<file path="src/rtl/umem_pkg.sv">
// Shared definitions for the unified-memory arbiter.
// Requester IDs, return-tag layout and default starvation limit.
package umem_pkg;

  localparam int REQ_H = 0;
  localparam int REQ_D = 1;
  localparam int REQ_F = 2;
  localparam int NREQ  = 3;

  localparam int TAG_W = 2;
  localparam int STARVE_LIMIT_DEF = 8;

  typedef logic [TAG_W-1:0] owner_t;

  typedef struct packed {
    logic   valid;
    owner_t owner;
  } tag_t;

endpackage

</file>
<file path="src/rtl/umem_prio.sv">
// Fixed-priority grant encoder for the memory arbiter.
// Lock > starved fetch > host > data > fetch; one-hot result.
module umem_prio
  import umem_pkg::*;
(
  input  logic            en_i,
  input  logic            h_req_i,
  input  logic            d_req_i,
  input  logic            f_req_i,
  input  logic            h_lock_i,
  input  logic            starve_i,
  output logic [NREQ-1:0] gnt_o
);

  // Pick at most one winner; lock shuts out data and fetch entirely.
  always_comb begin
    gnt_o = '0;
    if (!en_i) begin
      gnt_o = '0;
    end else if (h_lock_i) begin
      gnt_o[REQ_H] = h_req_i;
    end else if (starve_i && f_req_i) begin
      gnt_o[REQ_F] = 1'b1;
    end else if (h_req_i) begin
      gnt_o[REQ_H] = 1'b1;
    end else if (d_req_i) begin
      gnt_o[REQ_D] = 1'b1;
    end else if (f_req_i) begin
      gnt_o[REQ_F] = 1'b1;
    end
  end

endmodule

</file>
<file path="src/rtl/umem_arbiter.sv">
// Single-port memory arbiter: host loader, MM data, IF fetch.
// Grants combinationally, tags reads to route returned data.
module umem_arbiter
  import umem_pkg::*;
#(
  parameter int ADDR_WIDTH   = 30,
  parameter int DATA_WIDTH   = 32,
  parameter int STARVE_LIMIT = STARVE_LIMIT_DEF
) (
  input  logic                  clk,
  input  logic                  rst,
  input  logic                  h_req,
  input  logic                  d_req,
  input  logic                  f_req,
  input  logic                  h_we,
  input  logic                  d_we,
  input  logic [ADDR_WIDTH-1:0] h_addr,
  input  logic [ADDR_WIDTH-1:0] d_addr,
  input  logic [ADDR_WIDTH-1:0] f_addr,
  input  logic [DATA_WIDTH-1:0] h_wdata,
  input  logic [DATA_WIDTH-1:0] d_wdata,
  input  logic                  h_lock,
  output logic                  h_gnt,
  output logic                  d_gnt,
  output logic                  f_gnt,
  output logic                  stall_if,
  output logic                  stall_mm,
  output logic [ADDR_WIDTH-1:0] mem_addr,
  output logic [DATA_WIDTH-1:0] mem_in,
  output logic                  mem_we,
  input  logic [DATA_WIDTH-1:0] mem_out,
  output logic [DATA_WIDTH-1:0] rdata,
  output logic                  h_rvalid,
  output logic                  d_rvalid,
  output logic                  f_rvalid
);

  localparam logic [7:0] LIM = 8'(STARVE_LIMIT);

  logic [NREQ-1:0] gnt;
  logic [7:0]      starve_q, starve_d;
  logic            starve;
  tag_t            tag_q, tag_d;

  assign starve = (starve_q == LIM);

  umem_prio u_prio (
    .en_i     (~rst),
    .h_req_i  (h_req),
    .d_req_i  (d_req),
    .f_req_i  (f_req),
    .h_lock_i (h_lock),
    .starve_i (starve),
    .gnt_o    (gnt)
  );

  assign h_gnt    = gnt[REQ_H];
  assign d_gnt    = gnt[REQ_D];
  assign f_gnt    = gnt[REQ_F];
  assign stall_if = f_req & ~f_gnt;
  assign stall_mm = d_req & ~d_gnt;

  // Count consecutive denied fetch cycles, saturating at the limit.
  always_comb begin
    starve_d = '0;
    if (f_req && !f_gnt) begin
      starve_d = starve ? starve_q : starve_q + 8'd1;
    end
  end

  // Steer the memory port from the winner and build the return tag.
  always_comb begin
    mem_addr = f_addr;
    mem_in   = '0;
    mem_we   = 1'b0;
    tag_d    = '0;
    unique case (1'b1)
      gnt[REQ_H]: begin
        mem_addr    = h_addr;
        mem_in      = h_wdata;
        mem_we      = h_we;
        tag_d.valid = ~h_we;
        tag_d.owner = owner_t'(REQ_H);
      end
      gnt[REQ_D]: begin
        mem_addr    = d_addr;
        mem_in      = d_wdata;
        mem_we      = d_we;
        tag_d.valid = ~d_we;
        tag_d.owner = owner_t'(REQ_D);
      end
      gnt[REQ_F]: begin
        tag_d.valid = 1'b1;
        tag_d.owner = owner_t'(REQ_F);
      end
      default: begin
      end
    endcase
  end

  // State registers: starvation counter and one-deep return tag.
  always_ff @(posedge clk or posedge rst) begin
    if (rst) begin
      starve_q <= '0;
      tag_q    <= '0;
    end else begin
      starve_q <= starve_d;
      tag_q    <= tag_d;
    end
  end

  assign rdata    = mem_out;
  assign h_rvalid = tag_q.valid && (tag_q.owner == owner_t'(REQ_H));
  assign d_rvalid = tag_q.valid && (tag_q.owner == owner_t'(REQ_D));
  assign f_rvalid = tag_q.valid && (tag_q.owner == owner_t'(REQ_F));

endmodule

</file>
<file path="config.mk">
export PLATFORM = sky130hd
export DESIGN_NAME = umem_arbiter
export DESIGN_NICKNAME = d
export VERILOG_FILES = /design/src/rtl/umem_pkg.sv /design/src/rtl/umem_prio.sv /design/src/rtl/umem_arbiter.sv
export SDC_FILE = /design/constraint.sdc
export NUM_CORES = 1
export LEC_CHECK = 0
export ABC_AREA = 1
export CAP_MARGIN = 40
export CORE_AREA = 4 4 113 115
export CTS_CLUSTER_SIZE = 8
export DETAILED_ROUTE_END_ITERATION = 10
export DIE_AREA = 0 0 117 119
export PLACE_DENSITY = 0.67
export SYNTH_ARGS = -nofsm -noshare
export SYNTH_HDL_FRONTEND = slang
export SYNTH_SLANG_ARGS = --single-unit
</file>
<file path="constraint.sdc">
create_clock -name clk -period 2.3 [get_ports clk]
set_input_delay 0.69 -clock clk [delete_from_list [all_inputs] [get_ports clk]]
set_output_delay 0.69 -clock clk [all_outputs]
set_load 0.005 [all_outputs]
</file>
==> impl_metrics.py, run 1 <==
metrics = {
    "outcome": {
        "run_status": "complete, but fails checks",
        "violated_checks": "setup timing",
    },
    "sta": {
        "layout_setup_ws_ns": -0.361,
        "finalHoldViolations": 0,
        "worstMarginPinSlew_ns": 0.210,
        "final-max-slew-violation-count": 0,
        "max_freq_ghz": 0.376,
        "timing.clock.skew_ns": 0.000716,
        "finalCriticalPeriod_ns": 2.66,
        "setup_viol": 68,
        "slew_headroom": 0.859,
        "setup_repair_after_global_routing_missed_its_margin": "yes",
        "layout_worst_path_cycle_share": 1.16,
    },
    "critical_path": {
        "path_max_fanout": 6,
        "critical_path.startpoint_type": "register",
        "setup.worst_path.end_class": "output pin",
        "timing.critical_path.buf_inv": 5,
        "crit-reg2reg-launch": "starve_q[1]",
        "rr_endpoint": "tag_q[2]",
        "critical_path_required_ns": 1.61,
        "critical_path_arrival_ns": 1.97,
        "crit_path_cell_trace": "inv_1 -> ha_2 -> nand3_2 -> nor2_4 -> nand3_4 -> buf_12 -> buf_8 -> nand3_1 -> nand2_1 -> inv_1 -> nand2_1 -> buf_2",
        "r2r_cells": 11,
        "timing.critical_path.slowest_cell_delay_ns": 0.38,
        "cp_slowest_cell": "sky130_fd_sc_hd__dfrtp_1",
        "cpLargestDelayFamily": "simple AND/OR/NAND/NOR gates",
        "timing_worst_setup_path_type": "register to output pin",
        "reg2reg_slack_ns": 0.53,
    },
    "cts": {
        "clock_insertion_delay_worst_skew_ns": 0.24,
        "tritoncts.num_buffers": 3,
        "cts_hold_repair.buffers": 0,
        "numClockSinks": 11,
        "htree_levels": 1,
        "clock_tree.root_cell": "sky130_fd_sc_hd__clkbuf_16",
        "cts_buffer_depth": 2,
        "tritoncts_clock_tree": "yes",
        "clkTransAtPathRegs_ns": 0.04,
    },
    "route": {
        "vias_per_cell": 4.47,
        "post-route-drc-count": 0,
        "totalWireLength_um": 13400,
        "detail_route.wl_per_cell_um": 16.0,
        "via_count": 3748,
        "drtIter0Drc": 135,
        "ant_nets": 0,
        "detail_route.first_pass.iterations": 4,
    },
    "logic_synthesis": {
        "combinational_family_with_the_most_area_after_synthesis": "simple AND/OR/NAND/NOR gates",
        "number_of_distinct_standard_cells_referenced_by_the_synthesized_netlist": 29,
        "yosys_warnings": 0,
        "synth_compound_gate_area_share": 0.0140,
        "yosys-mux-area-fraction": 0,
        "mean_instance_size_in_the_synthesized_netlist_um2": 5.59,
        "synth_xor_area_frac": 0.0227,
        "synth.yosys.seq_area_share": 0.119,
        "yosys.area_share.simple": 0.553,
        "synth_area_leader_cell": "sky130_fd_sc_hd__nand2_1",
        "synth_fa_ha_area_frac": 0.0108,
        "syn_area_mm2": 0.00232,
        "synth.net_count": 611,
        "yosys-top-cells-area": "sky130_fd_sc_hd__nand2_1 27%, sky130_fd_sc_hd__nand3_1 20%, sky130_fd_sc_hd__dfrtp_1 12%",
        "ys_seq_elements": 11,
        "synthDominantCellAreaShare": 0.269,
        "number_of_standard_cells_after_synthesis": 415,
    },
    "hold_path": {
        "worst_hold_path_type": "primary input to asynchronous set/reset pin",
    },
    "power": {
        "power_density_mw_per_mm2": 227,
        "peakVddDrop_v": 0.000205,
        "power.static_leakage_uw": 0.00304,
    },
    "job": {
        "drv_cap": 0,
    },
    "floorplanning": {
        "core_mm2": 0.0118,
        "rows": 40,
        "fp.dieH_um": 119,
        "die_area_mm2": 0.0139,
        "die-width_um": 117,
        "ioPinCount": 297,
        "floorplan.initialDensity": 0.196,
    },
    "final_layout": {
        "design.final.nets": 888,
        "layout_commonest_cell": "sky130_fd_sc_hd__clkdlybuf4s50_1",
        "antenna_cell_count": 0,
        "drive_above_1_share": 0.434,
        "final_cell_mix": "160 x sky130_fd_sc_hd__clkdlybuf4s50_1, 109 x sky130_fd_sc_hd__nand2_1, 59 x sky130_fd_sc_hd__buf_2",
        "fin_area_mm2": 0.00594,
        "final-instance-count-excl-fill": 838,
        "syn_to_final_growth_pct": 156,
    },
    "global_routing": {
        "grt-ovfl-total": 0,
        "global_route_wire_length_before_repair_um": 17800,
        "grt_pass1_vias": 3649,
        "grt_antenna_before_repair": 0,
        "grt.total_usage": 0.161,
        "grt_max_degree": 31,
    },
    "placed_design": {
        "gpl.final_weighted_congestion": 0.881,
        "placement_stage_cell_area_mm2": 0.00481,
        "numPortBuffers": 232,
        "dp_hpwl_um": 9140,
        "place_worst_setup_slack_ns": -0.974,
        "placed_cells": 779,
    },
}
==> report_power, final <==
| group | leakage [uW] | switching (uW) | internal, uW |
|---|---|---|---|
| Clock | 0.0000409 | 86.8 | 230 |
| Combinational | 0.00285 | 311 | 518 |
| Sequential | 0.000150 | 3.83 | 201 |
==> registers in the layout, indices dropped and copies added (netlist names) <==
name / flops
tag_q: 3
starve_q: 8
==> worst reg2reg max path, stage by stage, from the launching register on <==
cell	delay, ns
sky130_fd_sc_hd__dfrtp_1	0.38
sky130_fd_sc_hd__inv_1	0.06
sky130_fd_sc_hd__ha_2	0.17
sky130_fd_sc_hd__nand3_2	0.08
sky130_fd_sc_hd__nor2_4	0.18
sky130_fd_sc_hd__nand3_4	0.16
sky130_fd_sc_hd__nand2_8	0.15
sky130_fd_sc_hd__clkinv_8	0.09
sky130_fd_sc_hd__buf_4	0.13
sky130_fd_sc_hd__buf_4	0.12
sky130_fd_sc_hd__nand2_1	0.05
sky130_fd_sc_hd__nand3_1	0.08
==> cells by family (layout without fill, tap and decap cells) <==
logic type      after synthesis  in the layout
fa+ha+maj                     2              2
flops                        11             11
xor+xnor                      6              6
simple gates                285            285
buf+inv                     106            382
compound gates                5              5
==> layout make-up <==
type	count	area (um^2)
Fill cell	1145	5870
Timing Repair Buffer	328	3310
Multi-Input combinational cell	298	1880
Sequential cell	11	275
Inverter	50	218
Tap cell	147	184
Clock buffer	3	75.1
Clock inverter	1	5.00
==> cell usage after synthesis (all sizes together) <==
library cell / n
clkbuf: 2
o21ai: 2
o211ai: 1
ha: 2
dfrtp: 11
xor2: 5
nor2: 14
nand3: 96
xnor2: 1
buf: 54
nand2: 171
o22ai: 1
nand3b: 1
o2111ai: 1
nor3: 2
nor3b: 1
inv: 50
==> routing by layer <==
layer | routed length [um] | global-route usage | up-vias
li1 | - | - | 1810
met1 | 4950 | 0.177 | 1706
met3 | 1380 | 0.0488 | 34
met2 | 6790 | 0.295 | 198
met5 | 0 | 0 | -
met4 | 318 | 0.0430 | 0
==> how the worst max path moves through the flow <==
stage,from,to,cells past startpoint
after global routing,starve_q[1],mem_in[7],12
after floorplan,rst,mem_in[23],8
final,starve_q[1],mem_addr[18],12
after detailed placement,rst,mem_in[6],10
after CTS,h_lock,mem_addr[15],14
after global placement,rst,mem_in[6],10
==> stage by stage <==
step / hold slack (ns) / power, uW / utilization / TNS [ns]
2_1_floorplan: 0.490 / 449 / - / 0
3_3_place_gp: 0.566 / 932 / 0.407 / -60.73
3_5_place_dp: 0.581 / 940 / 0.407 / -62.87
4_1_cts: 0.450 / 1290 / 0.459 / -17.94
5_1_grt: 0.462 / 1430 / 0.503 / -25.84
6_report: 0.451 / 1350 / 0.503 / -19.30
==> what timing repair did <==
| action | CTS | global route |
|---|---|---|
| endpoints found under the setup margin | 68 | 68 |
| pin swaps | 70 | 42 |
| cloned | 8 | 4 |
| resized for setup | 383 | 90 |
| setup buffers | 31 | 17 |
No activity file was read; power rests on OpenSTA's default activity.
==> run 2, diff against run 1 <==
--- a/config.mk
+++ b/config.mk
@@ -12,6 +12,7 @@
 export DETAILED_ROUTE_END_ITERATION = 10
 export DIE_AREA = 0 0 117 119
 export PLACE_DENSITY = 0.67
+export SETUP_SLACK_MARGIN = 0.3
 export SYNTH_ARGS = -nofsm -noshare
 export SYNTH_HDL_FRONTEND = slang
 export SYNTH_SLANG_ARGS = --single-unit
==> impl_metrics.py, run 2 (synthesized netlist as in run 1, its figures left out) <==
metrics = {
    "global_routing": {
        "grt.total_usage": 0.176,
        "grt_pass1_vias": 3857,
        "grt_antenna_before_repair": 0,
        "global_route_wire_length_before_repair_um": 19400,
        "grt_max_degree": 32,
        "grt-ovfl-total": 0,
    },
    "cts": {
        "cts_buffer_depth": 2,
        "clkTransAtPathRegs_ns": 0.04,
        "clock_tree.root_cell": "sky130_fd_sc_hd__clkbuf_16",
        "tritoncts_clock_tree": "yes",
        "numClockSinks": 11,
        "clock_insertion_delay_worst_skew_ns": 0.24,
        "htree_levels": 1,
        "cts_hold_repair.buffers": 0,
        "tritoncts.num_buffers": 3,
    },
    "final_layout": {
        "layout_commonest_cell": "sky130_fd_sc_hd__clkdlybuf4s50_1",
        "largest_register_ff_count": 8,
        "antenna_cell_count": 0,
        "largest_register": "starve_q",
        "drive_above_1_share": 0.400,
        "largest_registers_ranked_by_flip_flop_count": "starve_q (8), tag_q (3)",
        "area_used_by_multi_input_combinational_logic_mm2": 0.00181,
        "fillerInstances": 1112,
        "final_cell_mix": "156 x sky130_fd_sc_hd__clkdlybuf4s50_1, 113 x sky130_fd_sc_hd__nand2_1, 59 x sky130_fd_sc_hd__nand3_1",
        "syn_to_final_growth_pct": 151,
        "finalCoreUtilization": 0.492,
        "seqCellArea_um2": 275,
        "design.final.nets": 879,
    },
    "hold_path": {
        "worst_hold_path_type": "register to register",
    },
    "sta": {
        "final-max-slew-violation-count": 0,
        "timing.clock.skew_ns": 0.00399,
        "slew_headroom": 0.848,
        "finalHoldViolations": 0,
        "finalCriticalPeriod_ns": 2.76,
        "worstMarginPinSlew_ns": 0.228,
        "layout_setup_ws_ns": -0.461,
        "setup_repair_after_global_routing_missed_its_margin": "yes",
        "max_freq_ghz": 0.362,
        "layout_worst_path_cycle_share": 1.20,
        "setup-tns-final_ns": -24.26,
        "setup_viol": 68,
    },
    "route": {
        "vias_per_cell": 4.52,
        "detail_route.first_pass.iterations": 4,
        "post-route-drc-count": 0,
        "ant_nets": 0,
        "via_count": 3751,
        "drt-met1-wl_um": 4750,
        "routed-wl-met2_um": 6650,
        "wl_met3_um": 1450,
        "detail_route.wl_per_cell_um": 16.1,
        "top_layer": "met4",
        "drtIter0Drc": 174,
        "totalWireLength_um": 13300,
    },
    "job": {
        "drv_cap": 0,
    },
    "floorplanning": {
        "floorplan.initialDensity": 0.196,
        "fp.dieH_um": 119,
        "ioPinCount": 297,
        "die_area_mm2": 0.0139,
        "rows": 40,
        "core_mm2": 0.0118,
        "die-width_um": 117,
    },
    "placed_design": {
        "gpl.final_weighted_congestion": 0.868,
        "place_worst_setup_slack_ns": -1.08,
        "numPortBuffers": 232,
        "dp_hpwl_um": 9580,
    },
    "critical_path": {
        "setup.worst_path.end_class": "output pin",
        "reg2reg_slack_ns": 0.32,
        "critical_path_arrival_ns": 2.07,
        "timing_worst_setup_path_type": "primary input to output pin",
        "critical_path_required_ns": 1.61,
        "critical_path.startpoint_type": "primary input",
        "path_max_fanout": 6,
    },
    "power": {
        "peakVddDrop_v": 0.000155,
        "power_density_mw_per_mm2": 230,
        "power.static_leakage_uw": 0.00299,
    },
    "outcome": {
        "violated_checks": "setup timing",
        "run_status": "complete, but fails checks",
    },
}
## run 2: layout make-up
| class | count | share of cell area |
|---|---|---|
| inverter | 50 | 0.0385 |
| clock buffer | 4 | 0.0136 |
| tap | 147 | 0.0317 |
| timing repair buffer | 319 | 0.558 |
| sequential | 11 | 0.0474 |
| multi-input combinational | 298 | 0.311 |
## run 2: path summary, 6_finish.rpt
kind / to / cells past startpoint / start
setup / recovery: mem_addr[16] / 13 / rst
hold / removal: starve_q[1] / 3 / starve_q[1]
setup reg to reg: tag_q[2] / 15 / starve_q[0]
hold reg to reg: starve_q[1] / 3 / starve_q[1]
max in group asynchronous: tag_q[0] / 5 / rst
min in group asynchronous: starve_q[1] / 5 / rst
## run 2: power breakdown
| group | total [uW] | leakage (uW) | switching [uW] | internal (uW) |
|---|---|---|---|---|
| Combinational | 809 | 0.00280 | 306 | 503 |
| Sequential | 205 | 0.000150 | 3.65 | 201 |
| Clock | 323 | 0.0000382 | 90.1 | 233 |
## run 2: critical path: stages
cell and delay [ns]:
sky130_fd_sc_hd__buf_6 0.09, sky130_fd_sc_hd__buf_8 0.13, sky130_fd_sc_hd__inv_16 0.05, sky130_fd_sc_hd__nand2_8 0.04, sky130_fd_sc_hd__nor3_4 0.20, sky130_fd_sc_hd__buf_6 0.16, sky130_fd_sc_hd__nand2_8 0.07, sky130_fd_sc_hd__buf_12 0.15
sky130_fd_sc_hd__buf_12 0.13, sky130_fd_sc_hd__buf_16 0.12, sky130_fd_sc_hd__nand3_2 0.07, sky130_fd_sc_hd__nand2_2 0.05, sky130_fd_sc_hd__buf_2 0.12
## run 2: routing by layer
metal	vias to the layer above	GRT usage
li1	1792	-
met2	223	0.318
met3	42	0.0549
met1	1694	0.185
met4	0	0.0710
met5	-	0
## run 2: metrics by stage
stage,hold WS (ns),area [um^2],instances,total power (uW)
global route,0.651,5810,829,1410
CTS,0.597,5550,823,1310
global placement,0.567,4820,776,942
finish,0.593,5810,829,1340
detailed placement,0.581,4820,776,949
floorplan,0.435,2360,415,456
## run 2: repair_timing
action / 4_1_cts / 5_1_grt
setup endpoints to repair: 71 / 70
gates cloned: 10 / 0
resized for setup: 408 / 50
setup buffers: 33 / 6
pin swaps: 63 / 35
==> run 3, diff against run 2 <==
--- a/config.mk
+++ b/config.mk
@@ -8,7 +8,7 @@
 export ABC_AREA = 1
 export CAP_MARGIN = 40
 export CORE_AREA = 4 4 113 115
-export CTS_CLUSTER_SIZE = 8
+export CTS_CLUSTER_SIZE = 14
 export DETAILED_ROUTE_END_ITERATION = 10
 export DIE_AREA = 0 0 117 119
 export PLACE_DENSITY = 0.67
==> results of run 3 <==
Final layout, timing and power as in run 2 (identical DEF).
==> RTL change, RTL diff (flow settings as in run 1) <==
`ADDR_WIDTH`: 30 -> 15.
--- a/src/rtl/umem_arbiter.sv
+++ b/src/rtl/umem_arbiter.sv
@@ -3,7 +3,7 @@
 module umem_arbiter
   import umem_pkg::*;
 #(
-  parameter int ADDR_WIDTH   = 30,
+  parameter int ADDR_WIDTH   = 15,
   parameter int DATA_WIDTH   = 32,
   parameter int STARVE_LIMIT = STARVE_LIMIT_DEF
 ) (
Ports: changed (resized d_addr, f_addr, h_addr and mem_addr); port bits go from 297 to 237. No check against the original RTL was run, so the function may have changed too.
==> RTL change against run 1 <==
- the run still ends with setup timing left
- sequential cell count unchanged
- highest routed layer unchanged
- worst setup slack improved by 0.0092 ns
- critical path depth increased by 1
- total power increased by 4.0%
- largest cell class unchanged
- non-clock buffer count decreased by 73
- routed wire length decreased by 24%
- final area decreased by 22%
- register-to-register slack got worse by 0.20 ns
- sequential power increased by 17%
- count of clock-buffer cells in the layout unchanged
- synthesized area decreased by 19%
- first-iteration DRC count decreased by 53%
- die area unchanged
==> RTL change: results <==
metrics = {
    "timing": {
        "clock_skew_ns": 0.00653,
        "timing.final.ws_setup_ns": -0.352,
        "finalSetupViolations": 53,
        "fin_hold_ws_ns": 0.439,
    },
    "placed_design": {
        "portBuffers": 172,
        "hpwl_mm": 6.99,
        "globalplace.congestion": 0.750,
        "placed_cells": 636,
    },
    "synthesis": {
        "synth_commonest_cells": "nand2_1 (136), nand3_1 (50), buf_4 (34), inv_1 (31), nor2_1 (13)",
        "yosysSeqAreaShare_pct": 14.7,
        "synthCells": 324,
        "synthTopCellsByArea": "nand2_1 (27%), dfrtp_1 (15%), buf_4 (14%), nand3_1 (13%), inv_1 (6.2%)",
        "syn_nets": 475,
    },
    "power": {
        "peakVddDrop_v": 0.000236,
        "leakage_nw": 2.35,
        "swShare_pct": 33.3,
    },
    "global_routing": {
        "grt_pass1_vias": 2937,
        "grtUsageTotal_pct": 13.4,
        "grt_pass1_wl_mm": 14.7,
    },
    "outcome": {
        "status": "finished, violations left",
        "violations": "setup timing",
    },
    "cells_and_area": {
        "fin_cells": 689,
        "final_layout_size_suffix_gt1_share_pct": 46.3,
    },
    "route": {
        "dr.pass1.iters": 5,
        "wl_per_cell_um": 14.9,
        "vias": 2853,
        "drt_iter0_markers": 63,
    },
    "setup_path": {
        "rr_worst_depth": 14,
        "crit_path_start": "starve_q[0]",
        "r2r_slack_ns": 0.33,
        "critical_path.top_delay_family": "buffers and inverters",
        "cp_max_fo": 5,
    },
}
==> RTL change: worst min-delay path, stage by stage <==
cell,delay (ns)
buf_12,0.11
inv_12,0.04
buf_4,0.19
==> RTL change: routing by layer <==
| layer | vias up | GRT usage [%] | wire [um] |
|---|---|---|---|
| li1 | 1405 | - | - |
| met1 | 1305 | 14.2 | 3660 |
| met2 | 125 | 25.2 | 5440 |
| met3 | 18 | 4.37 | 937 |
| met4 | 0 | 3.23 | 235 |
| met5 | - | 0 | 0 |
==> RTL change: worst paths after layout <==
check | endpoint
min in group clk | starve_q[2]
setup / recovery | mem_in[0]
setup reg to reg | tag_q[2]
max in group asynchronous | starve_q[1]
hold / removal | starve_q[5]
hold reg to reg | starve_q[2]
==> RTL change: what timing repair did <==
| item | 4_1_cts | 5_1_grt |
|---|---|---|
| setup buffers | 33 | 13 |
| endpoints found under the hold margin | 0 | 0 |
| cloned | 9 | 1 |
| setup endpoints to repair | 53 | 53 |
| pin swaps | 24 | 38 |
| gates resized for setup | 310 | 74 |
==> RTL change: area by class of cell <==
class                           instances  share of cell area (%)
Timing Repair Buffer                  255                    52.9
Multi-Input combinational cell        232                    30.4
Sequential cell                        11                    5.93
Tap cell                              147                    3.96
Inverter                               36                    3.77
Clock buffer                            3                    1.62
Timing Repair inverter                  4                    1.37
Clock inverter                          1                   0.108
==> RTL change: logic make-up after synthesis <==
group	Yosys count	synth area share, %
buffers and inverters	81	26.8
adder cells (fa/ha/maj)	2	1.34
AND/OR/NAND/NOR	221	53.4
AO/OA/AOI/OAI	4	1.40
flip-flops	11	14.7
XOR/XNOR	5	2.34
==> RTL change: power by group through the flow <==
stage               Sequential [W]  Clock (W)  Combinational, W
floorplan                 0.000240          0          0.000271
global placement          0.000237          0          0.000647
detailed placement        0.000239          0          0.000663
CTS                       0.000239   0.000344          0.000809
global route              0.000242   0.000352          0.000908
finish                    0.000239   0.000332          0.000833
==> RTL change: stage by stage <==
stage | cell area (um^2) | utilization [%]
2_1_floorplan | 1900 | -
3_3_place_gp | 3770 | 31.9
3_5_place_dp | 3770 | 31.9
4_1_cts | 4480 | 38.0
5_1_grt | 4640 | 39.3
6_report | 4640 | 39.3
